File: src/rtl/reset_sequencer_pkg.sv
// Shared definitions for the reset sequencer: FSM encoding, CSR offsets and CTRL bit layout.
package reset_sequencer_pkg;

  typedef enum logic [2:0] {
    ST_IDLE,
    ST_ASSERT,
    ST_WAIT,
    ST_RELEASE,
    ST_DONE
  } seq_state_t;

  localparam logic [4:0] CTRL_OFS  = 5'd0;
  localparam logic [4:0] DELAY_OFS = 5'd1;
  localparam logic [4:0] FORCE_OFS = 5'd2;

  localparam int unsigned CTRL_RESTART = 0;
  localparam int unsigned CTRL_BUSY    = 1;
  localparam int unsigned CTRL_STEP_LO = 4;
  localparam int unsigned CTRL_STEP_HI = 6;
  localparam int unsigned CTRL_DONE    = 7;

  function automatic logic [7:0] ctrl_word(input logic busy, input logic [2:0] step,
                                           input logic done);
    logic [7:0] w;
    w = '0;
    w[CTRL_BUSY] = busy;
    w[CTRL_STEP_HI:CTRL_STEP_LO] = step;
    w[CTRL_DONE] = done;
    return w;
  endfunction

endpackage

File: src/rtl/reset_sequencer_if.sv
// CSR register-bus bundle between the I2C-slave register file (master) and the sequencer (slave).
interface reset_sequencer_if;

  logic [4:0] csr_a;
  logic [7:0] csr_di;
  logic       csr_we;
  logic [7:0] csr_do;

  modport master (output csr_a, output csr_di, output csr_we, input csr_do);
  modport slave  (input csr_a, input csr_di, input csr_we, output csr_do);

endinterface

File: src/rtl/reset_sequencer_seq_tick_timer.sv
// ce-gated 8-bit step timer shared by the ASSERT and WAIT phases; saturates instead of wrapping.
module seq_tick_timer (
  input  logic       clk,
  input  logic       rst,
  input  logic       ce,
  input  logic       clear,
  input  logic [7:0] delay,
  output logic       expired
);

  logic [7:0] cnt;

  // Normally the comparison happens on a ce tick; a zero delay, or a delay
  // lowered below the running count, expires without waiting for ce.
  assign expired = (delay == '0) || (cnt > delay) || (ce && (cnt >= delay));

  always_ff @(posedge clk) begin
    if (rst || clear) begin
      cnt <= '0;
    end else if (ce && (cnt < delay)) begin
      cnt <= cnt + 8'd1;
    end
  end

endmodule

File: src/rtl/reset_sequencer.sv
// Staggered peripheral reset release with CSR control. Optional irq port: RESET_SEQUENCER_IRQ_EN.
module reset_sequencer
  import reset_sequencer_pkg::*;
#(
  parameter logic [4:0]  BASE_ADDR  = 5'h1d,
  parameter int unsigned NUM_RESETS = 6,
  parameter logic [7:0]  DFL_DELAY  = 8'd33
) (
  input  logic                  clk,
  input  logic                  rst,
  input  logic                  ce,
  input  logic                  start,
  input  logic [NUM_RESETS-1:0] hold,
  reset_sequencer_if.slave      csr,
  output logic [NUM_RESETS-1:0] rst_out,
  output logic                  done
`ifdef RESET_SEQUENCER_IRQ_EN
  ,
  output logic                  irq
`endif
);

  localparam logic [7:0] FORCE_MASK = 8'((9'd1 << NUM_RESETS) - 9'd1);
  localparam logic [2:0] LAST_STEP  = 3'(NUM_RESETS - 1);

  seq_state_t            state;
  logic [2:0]            step;
  logic [NUM_RESETS-1:0] seq_rst;
  logic [NUM_RESETS-1:0] seq_nxt;
  logic [7:0]            delay_q;
  logic [7:0]            force_q;
  logic [7:0]            force_nxt;
  logic [4:0]            ofs;
  logic                  sel;
  logic                  wr_ctrl;
  logic                  wr_delay;
  logic                  wr_force;
  logic                  trigger;
  logic                  counting;
  logic                  busy;
  logic                  expired;
  logic                  tmr_clear;

  assign ofs      = csr.csr_a - BASE_ADDR;
  assign sel      = (ofs <= FORCE_OFS);
  assign wr_ctrl  = csr.csr_we && sel && (ofs == CTRL_OFS);
  assign wr_delay = csr.csr_we && sel && (ofs == DELAY_OFS);
  assign wr_force = csr.csr_we && sel && (ofs == FORCE_OFS);

  assign trigger   = start || (wr_ctrl && csr.csr_di[CTRL_RESTART]);
  assign counting  = (state == ST_ASSERT) || (state == ST_WAIT);
  assign busy      = counting || (state == ST_RELEASE);
  assign tmr_clear = trigger || !counting || expired;
  assign force_nxt = wr_force ? (csr.csr_di & FORCE_MASK) : force_q;

  seq_tick_timer u_timer (
    .clk     (clk),
    .rst     (rst),
    .ce      (ce),
    .clear   (tmr_clear),
    .delay   (delay_q),
    .expired (expired)
  );

  // Next sequence mask is computed ahead of the FSM edge so rst_out, which is
  // registered, reflects a transition on the same clk the state changes.
  always_comb begin
    seq_nxt = seq_rst;
    if (trigger) begin
      seq_nxt = '1;
    end else begin
      case (state)
        ST_IDLE, ST_ASSERT: seq_nxt = '1;
        ST_WAIT:            if (expired) seq_nxt[step] = 1'b0;
        ST_DONE:            seq_nxt = '0;
        default:            ;
      endcase
    end
  end

  always_ff @(posedge clk) begin
    if (rst) begin
      state   <= ST_IDLE;
      step    <= '0;
      seq_rst <= '1;
      done    <= 1'b0;
      delay_q <= DFL_DELAY;
      force_q <= '0;
      rst_out <= '1;
    end else begin
      seq_rst <= seq_nxt;
      force_q <= force_nxt;
      rst_out <= seq_nxt | hold | force_nxt[NUM_RESETS-1:0];
      if (wr_delay) delay_q <= csr.csr_di;

      if (trigger) begin
        state <= ST_ASSERT;
        step  <= '0;
        done  <= 1'b0;
      end else begin
        case (state)
          ST_ASSERT: if (expired) state <= ST_WAIT;
          ST_WAIT:   if (expired) state <= ST_RELEASE;
          ST_RELEASE: begin
            if (step == LAST_STEP) begin
              state <= ST_DONE;
              step  <= '0;
              done  <= 1'b1;
            end else begin
              state <= ST_WAIT;
              step  <= step + 3'd1;
            end
          end
          default: ;
        endcase
      end
    end
  end

`ifdef RESET_SEQUENCER_IRQ_EN
  always_ff @(posedge clk) begin
    if (rst) begin
      irq <= 1'b0;
    end else begin
      irq <= !trigger && (state == ST_RELEASE) && (step == LAST_STEP);
    end
  end
`endif

  always_comb begin
    csr.csr_do = '0;
    if (sel) begin
      case (ofs)
        CTRL_OFS:  csr.csr_do = ctrl_word(busy, step, done);
        DELAY_OFS: csr.csr_do = delay_q;
        FORCE_OFS: csr.csr_do = force_q;
        default:   ;
      endcase
    end
  end

endmodule
File: src/flat_wrapper.sv
// flat-port wrapper written by rule: the top's interface ports become plain ports
module reset_sequencer_flat import reset_sequencer_pkg::*;
#(
  parameter logic [4:0]  BASE_ADDR  = 5'h1d,
  parameter int unsigned NUM_RESETS = 6,
  parameter logic [7:0]  DFL_DELAY  = 8'd33
)
  (clk, rst, ce, start, hold, rst_out, done, csr_csr_a, csr_csr_di, csr_csr_we, csr_csr_do);
  reset_sequencer_if csr_i ();
  input  logic clk;
  input  logic rst;
  input  logic ce;
  input  logic start;
  input  logic [NUM_RESETS-1:0] hold;
  output logic [NUM_RESETS-1:0] rst_out;
  output logic done;
  input wire logic [$bits(csr_i.csr_a)-1:0] csr_csr_a;
  input wire logic [$bits(csr_i.csr_di)-1:0] csr_csr_di;
  input wire logic [$bits(csr_i.csr_we)-1:0] csr_csr_we;
  output wire logic [$bits(csr_i.csr_do)-1:0] csr_csr_do;
  assign csr_i.csr_a = csr_csr_a;
  assign csr_i.csr_di = csr_csr_di;
  assign csr_i.csr_we = csr_csr_we;
  assign csr_csr_do = csr_i.csr_do;
  reset_sequencer #(.BASE_ADDR(BASE_ADDR), .NUM_RESETS(NUM_RESETS), .DFL_DELAY(DFL_DELAY)) u_core (.clk(clk), .rst(rst), .ce(ce), .start(start), .hold(hold), .csr(csr_i), .rst_out(rst_out), .done(done));
endmodule
File: config.mk
export PLATFORM = sky130hd
export DESIGN_NAME = reset_sequencer_flat
export DESIGN_NICKNAME = d
export VERILOG_FILES = /design/src/rtl/reset_sequencer_pkg.sv /design/src/rtl/reset_sequencer_if.sv /design/src/rtl/reset_sequencer_seq_tick_timer.sv /design/src/rtl/reset_sequencer.sv /design/src/flat_wrapper.sv
export SDC_FILE = /design/constraint.sdc
export NUM_CORES = 1
export LEC_CHECK = 0
export CORE_MARGIN = 5
export CORE_UTILIZATION = 30
export DETAILED_ROUTE_END_ITERATION = 6
export PLACE_DENSITY = 0.59
export SYNTH_ARGS = -nofsm -noshare
export SYNTH_HDL_FRONTEND = slang
export SYNTH_SLANG_ARGS = --single-unit
File: constraint.sdc
create_clock -name clk -period 3 [get_ports clk]
set_input_delay 0.45 -clock clk [delete_from_list [all_inputs] [get_ports clk]]
set_output_delay 0.45 -clock clk [all_outputs]
set_load 0.02 [all_outputs]
# Word level (Yosys, flattened, before mapping)

Cells that the tools add are included.

Input port bits: 24
Bits in read-only memories: 0
Word-level logic and storage cells: 74
Output and inout bits: 15
Bits in latches: 0
Memory bits (writable): 0
Memories: 0
Register bits after elaboration: 41

Bitwise logic cells: 4
Add/subtract/negate cells: 3
Equal/unequal tests: 11
Divide/modulo/power cells: 0
$lt $le $gt $ge: 6
Muxes and demuxes: 14
Reduce and logical (&&, ||, !) cells: 27
Multiply operators: 0
Shift operators: 0

Operators by type and width:

| operator                                                        | count |
|---|---|
| case mux 8 bit (3 select lines)                                 | 1 |
| two-way mux 6 bit                                               | 3 |
| case mux 6 bit (3 select lines)                                 | 1 |
| two-way mux 3 bit                                               | 4 |
| OR 6 bit                                                        | 2 |
| case mux 3 bit (3 select lines)                                 | 1 |
| adder 8 x 1 -> 8 bit (second input constant)                    | 1 |
| >= comparator 8 bit                                             | 1 |
| > comparator 8 bit                                              | 1 |
| logical AND 1 bit                                               | 8 |
| zero test 8 bit                                                 | 1 |
| logical OR 1 bit                                                | 8 |
| less-than comparator 8 bit                                      | 1 |
| two-way mux 8 bit                                               | 1 |
| bitwise AND 6 bit                                               | 1 |
| equality test 3 x 2 -> 1 bit (second input constant)            | 2 |
| equality test 3 bit (second input constant)                     | 2 |
| != test 3 x 1 -> 1 bit (second input constant)                  | 2 |
| NOT 6 bit                                                       | 1 |
| AND reduction 3 bit                                             | 2 |
| equality test 5 x 1 -> 1 bit (second input constant)            | 1 |
| equality test 5 x 2 -> 1 bit (second input constant)            | 1 |
| less-or-equal comparator 5 x 2 -> 1 bit (second input constant) | 1 |
| zero test 5 bit                                                 | 1 |
| 14 further kinds                                                | 17 |

# Depth between registers and ports, before layout

Depth in word-level cells: 11
Mapped depth: 9
Depth with buffers taken out: 8

# Modules after synthesis

A second synthesis with hierarchy kept.

Cells, all modules: 273
Area, all modules: 2278.4 µm²

By module, submodules not included:

| module          | instances | seq. area each (µm²) | cells each | area an instance (µm²) |
|---|---|---|---|---|
| reset_sequencer | 1         | 660.6                | 194        | 1650.3 |
| seq_tick_timer  | 1         | 160.2                | 79         | 628.1 |

# Worst setup path before layout

OpenSTA, ideal clock, no wires.

Path type: in2out
Start: input port csr_csr_a[0]
End: output port csr_csr_do[1]
Stages: 9
Path buffers: 1
Slack: 0.442 ns
Data required time: 2.550 ns
Arrival time: 2.108 ns
Path through: inv_1 -> ha_1 -> nor4b_1 -> o21ai_0 -> nand2_1 -> and2_1 -> clkbuf_1 -> nand2_1 -> a31oi_1

Cells in the longest elaborated chain, start to end: 4
Elaborated cells on any way between the ends: 7
Classes of those cells: add/sub (1); order compare (1); eq/ne (2); mux (2); reduce/logical (1)

RTL lines:

| what                                                       | line                   | RTL |
|---|---|---|
| from (decl)                                                | flat_wrapper.sv:17     | `input wire logic [$bits(csr_i.csr_a)-1:0] csr_csr_a;` |
| subtractor 5 bit *                                         | reset_sequencer.sv:44  | `assign ofs = csr.csr_a - BASE_ADDR;` |
| equality test 5 x 2 -> 1 bit, or another cell as far along | reset_sequencer.sv:133 | `case (ofs)` |
| case mux 8 bit (3 select lines)                            | reset_sequencer.sv:133 |  |
| two-way mux 8 bit *                                        | reset_sequencer.sv:132 | `if (sel) begin` |
| to (decl)                                                  | flat_wrapper.sv:20     | `output wire logic [$bits(csr_i.csr_do)-1:0] csr_csr_do;` |

Every way passes the cells marked *; elsewhere a longest branch is shown, timed or not.

# Final worst setup path

Ends and elaborated chain as after synthesis.

==> out/metrics.yaml <==
outcome:
  outcome: "complete, no violations"
floorplanning:
  dieWidth_um: 95.9
  io_pins: 39
  core-area_um2: 7210
  initial_core_util_pct: 30.7
  num_rows: 31
  die_y_um: 95.9
  dieArea_um2: 9200
pwr:
  leakage_nw: 1.08
  totalPowerFinal_mw: 1.10
  power_density_nw_per_um2: 379
  vdd_drop_max_mv: 0.227
placement:
  place_ws_ps: -532
  dp_hpwl_um: 4390
  place_congestion: 0.814
  dp_cells: 403
  placed_area_um2: 2790
  io_buffers: 38
logic_synthesis:
  synth.area.mux_share_pct: 5.42
  synth.yosys.seq_area_share_pct: 37.1
  synth_warnings: 0
  syn_inst: 261
  ys_types: 48
  synth_top_area_cell: "dfxtp_1"
  synth_xor_area_share_pct: 3.95
  synth_top_area_share_pct: 37.1
  ys_seq_elements: 41
  syn_nets: 298
  synth.area.top_cells: "dfxtp_1, ha_1, nor2_1, mux2i_1, a21oi_1"
  synthArstFlopShare_pct: 0
  avgSynthCellArea_um2: 8.49
  synth-simple-area-share_pct: 25.4
  synthAdderAreaFrac_pct: 7.34
  synth_common_cells: "dfxtp_1, nor2_1, a21oi_1, inv_1, nand2_1"
  synth_compound_area_share_pct: 15.6
  synth_top_family_by_area: "simple AND/OR/NAND/NOR gates"
  synth_ff_type: "dfxtp_1"
  syn_area_um2: 2210
  yosysMostFrequentCell: "dfxtp_1"
  synth_edf_count: 0
detailed_routing:
  drt-initial-drc-count: 136
  wire_per_inst_um: 13.8
  vias: 1992
  drc: 0
  ant_nets: 0
  routed_wl_um: 5690
  first_pass_iters: 4
  avgViaCountPerCell: 4.83
cts:
  clockRootBuffer: "clkbuf_8"
  cts-root-to-sink-buffers: 2
  postCtsSetupRepairBufs: 0
  numCtsBuffers: 5
  cts_sinks: 41
  insertion_delay_ps: 300
  cts_tree: "yes"
  cts_htree_levels: 2
  clk_pin_slew_ps: 80
global_route:
  grt_max_degree: 16
  grtUsageTotal_pct: 12.9
  grt_overflow: 0
  grt_pass1_wl_um: 9220
  antenna_found_initial: 0
  grt_pass1_vias: 1937
layout:
  stdcell_area_um2: 2900
  layout-drive-gt1-share_pct: 18.2
  areaGrowthSynthToFinish_pct: 31.0
  final_util_pct: 40.2
  num_antenna_cells: 0
  fin_nets: 349
  fin_cells: 412
timing:
  fmax_mhz: 342
  layout_min_cycle_time_ps: 2920
  finalHoldViolCount: 0
  rsz0062_at_grt: "no"
  drv_slew: 0
  relSlewSlack_pct: 56.2
  worst_pin_slew_ps: 650
  fin_crit_sh_pct: 97.4
  clock_skew_ps: 12.2
  setup_viol: 0
  setup_slack_ps: 78.2
job:
  drv_cap: 0
hold_path:
  min_path_cells: 2
  hold_path.class: "flop to flop"
worst_setup_path:
  cp.arrival_ps: 2470
  path_class: "primary input to output port"
  crit_path_start_kind: "primary input"
  critPathMaxFanout: 6
  worstPathRequired_ps: 2550
  r2r_cells: 9
  crit_path_end_kind: "output port"
==> placed cells by master (no fill, tap or decap), drive strengths merged, types with 9 or more instances in the layout <==
cell type      instances
ha                    13
a21oi                 18
buf                   26
mux2i                 12
nand2                 17
inv                   16
clkdlybuf4s50         30
nor2                  43
dfxtp                 41
xnor2                  9
==> per-layer routing <==
layer  vias up  track usage, %  share of wire (%)
met3        10            2.89                4.8
met5         -               0                  0
met1       930            16.4                 44
li1       1009               -                  -
met2        43            21.9                 50
met4         0            3.20                1.2
==> stage by stage <==
stage / hold WS, ps / TNS [ps]
floorplan: 450 / 0
global placement: 464 / -3020
detailed placement: 477 / -3750
CTS: 497 / 0
global route: 542 / 0
finish: 489 / 0
==> timing repair <==
item	4_1_cts	5_1_grt
resized for setup	31	15
pin swaps	2	2
hold buffers	0	0
setup endpoints to repair	8	8
cloned	0	1
endpoints found under the hold margin	0	0
==> cell type report <==
type	instances	area [µm²]
Multi-Input combinational cell	192	1300
Clock inverter	2	38.8
Sequential cell	41	821
Inverter	16	60.1
Timing Repair Buffer	56	482
Clock buffer	6	72.6
Tap cell	99	124
Fill cell	770	4310
==> worst max-delay path, stage by stage <==
cell	delay (ps)
clkdlybuf4s50_1	470
inv_1	60
ha_1	220
nor4b_2	320
o21ai_2	130
nand2_2	120
buf_4	150
nand4b_1	110
a31oi_1	220
buf_2	200
==> cell families after synthesis <==
kind of cell / after synthesis
mux: 12
compound gates: 52
xor+xnor: 10
fa+ha+maj: 13
buf+inv: 28
flops: 41
simple gates: 105
==> worst paths after layout <==
check	startpoint	end	slack (ps)
worst max-delay path	csr_csr_a[0]	csr_csr_do[1]	80
worst min-delay path	u_core.seq_rst[3]$_SDFF_PP1_	u_core.seq_rst[3]$_SDFF_PP1_	490
worst max register to register	u_core.delay_q[7]$_SDFFE_PP0P_	u_core.rst_out[2]$_SDFF_PP1_	540
worst min register to register	u_core.seq_rst[3]$_SDFF_PP1_	u_core.seq_rst[3]$_SDFF_PP1_	490
==> flip-flops by register name, summed over array words and instances, names as in the netlist <==
signal and flops:
u_core.delay_q 8, u_core.u_timer.cnt 8, u_core.force_q 6, u_core.rst_out 6, u_core.seq_rst 6, u_core.state 3
u_core.step 3, u_core.done 1
==> power by group <==
group | switching, mW | internal [mW]
Sequential | 0.00350 | 0.546
Combinational | 0.0484 | 0.0571
Clock | 0.194 | 0.250
Total | 0.245 | 0.853
Power figures use the tool's default switching activity.
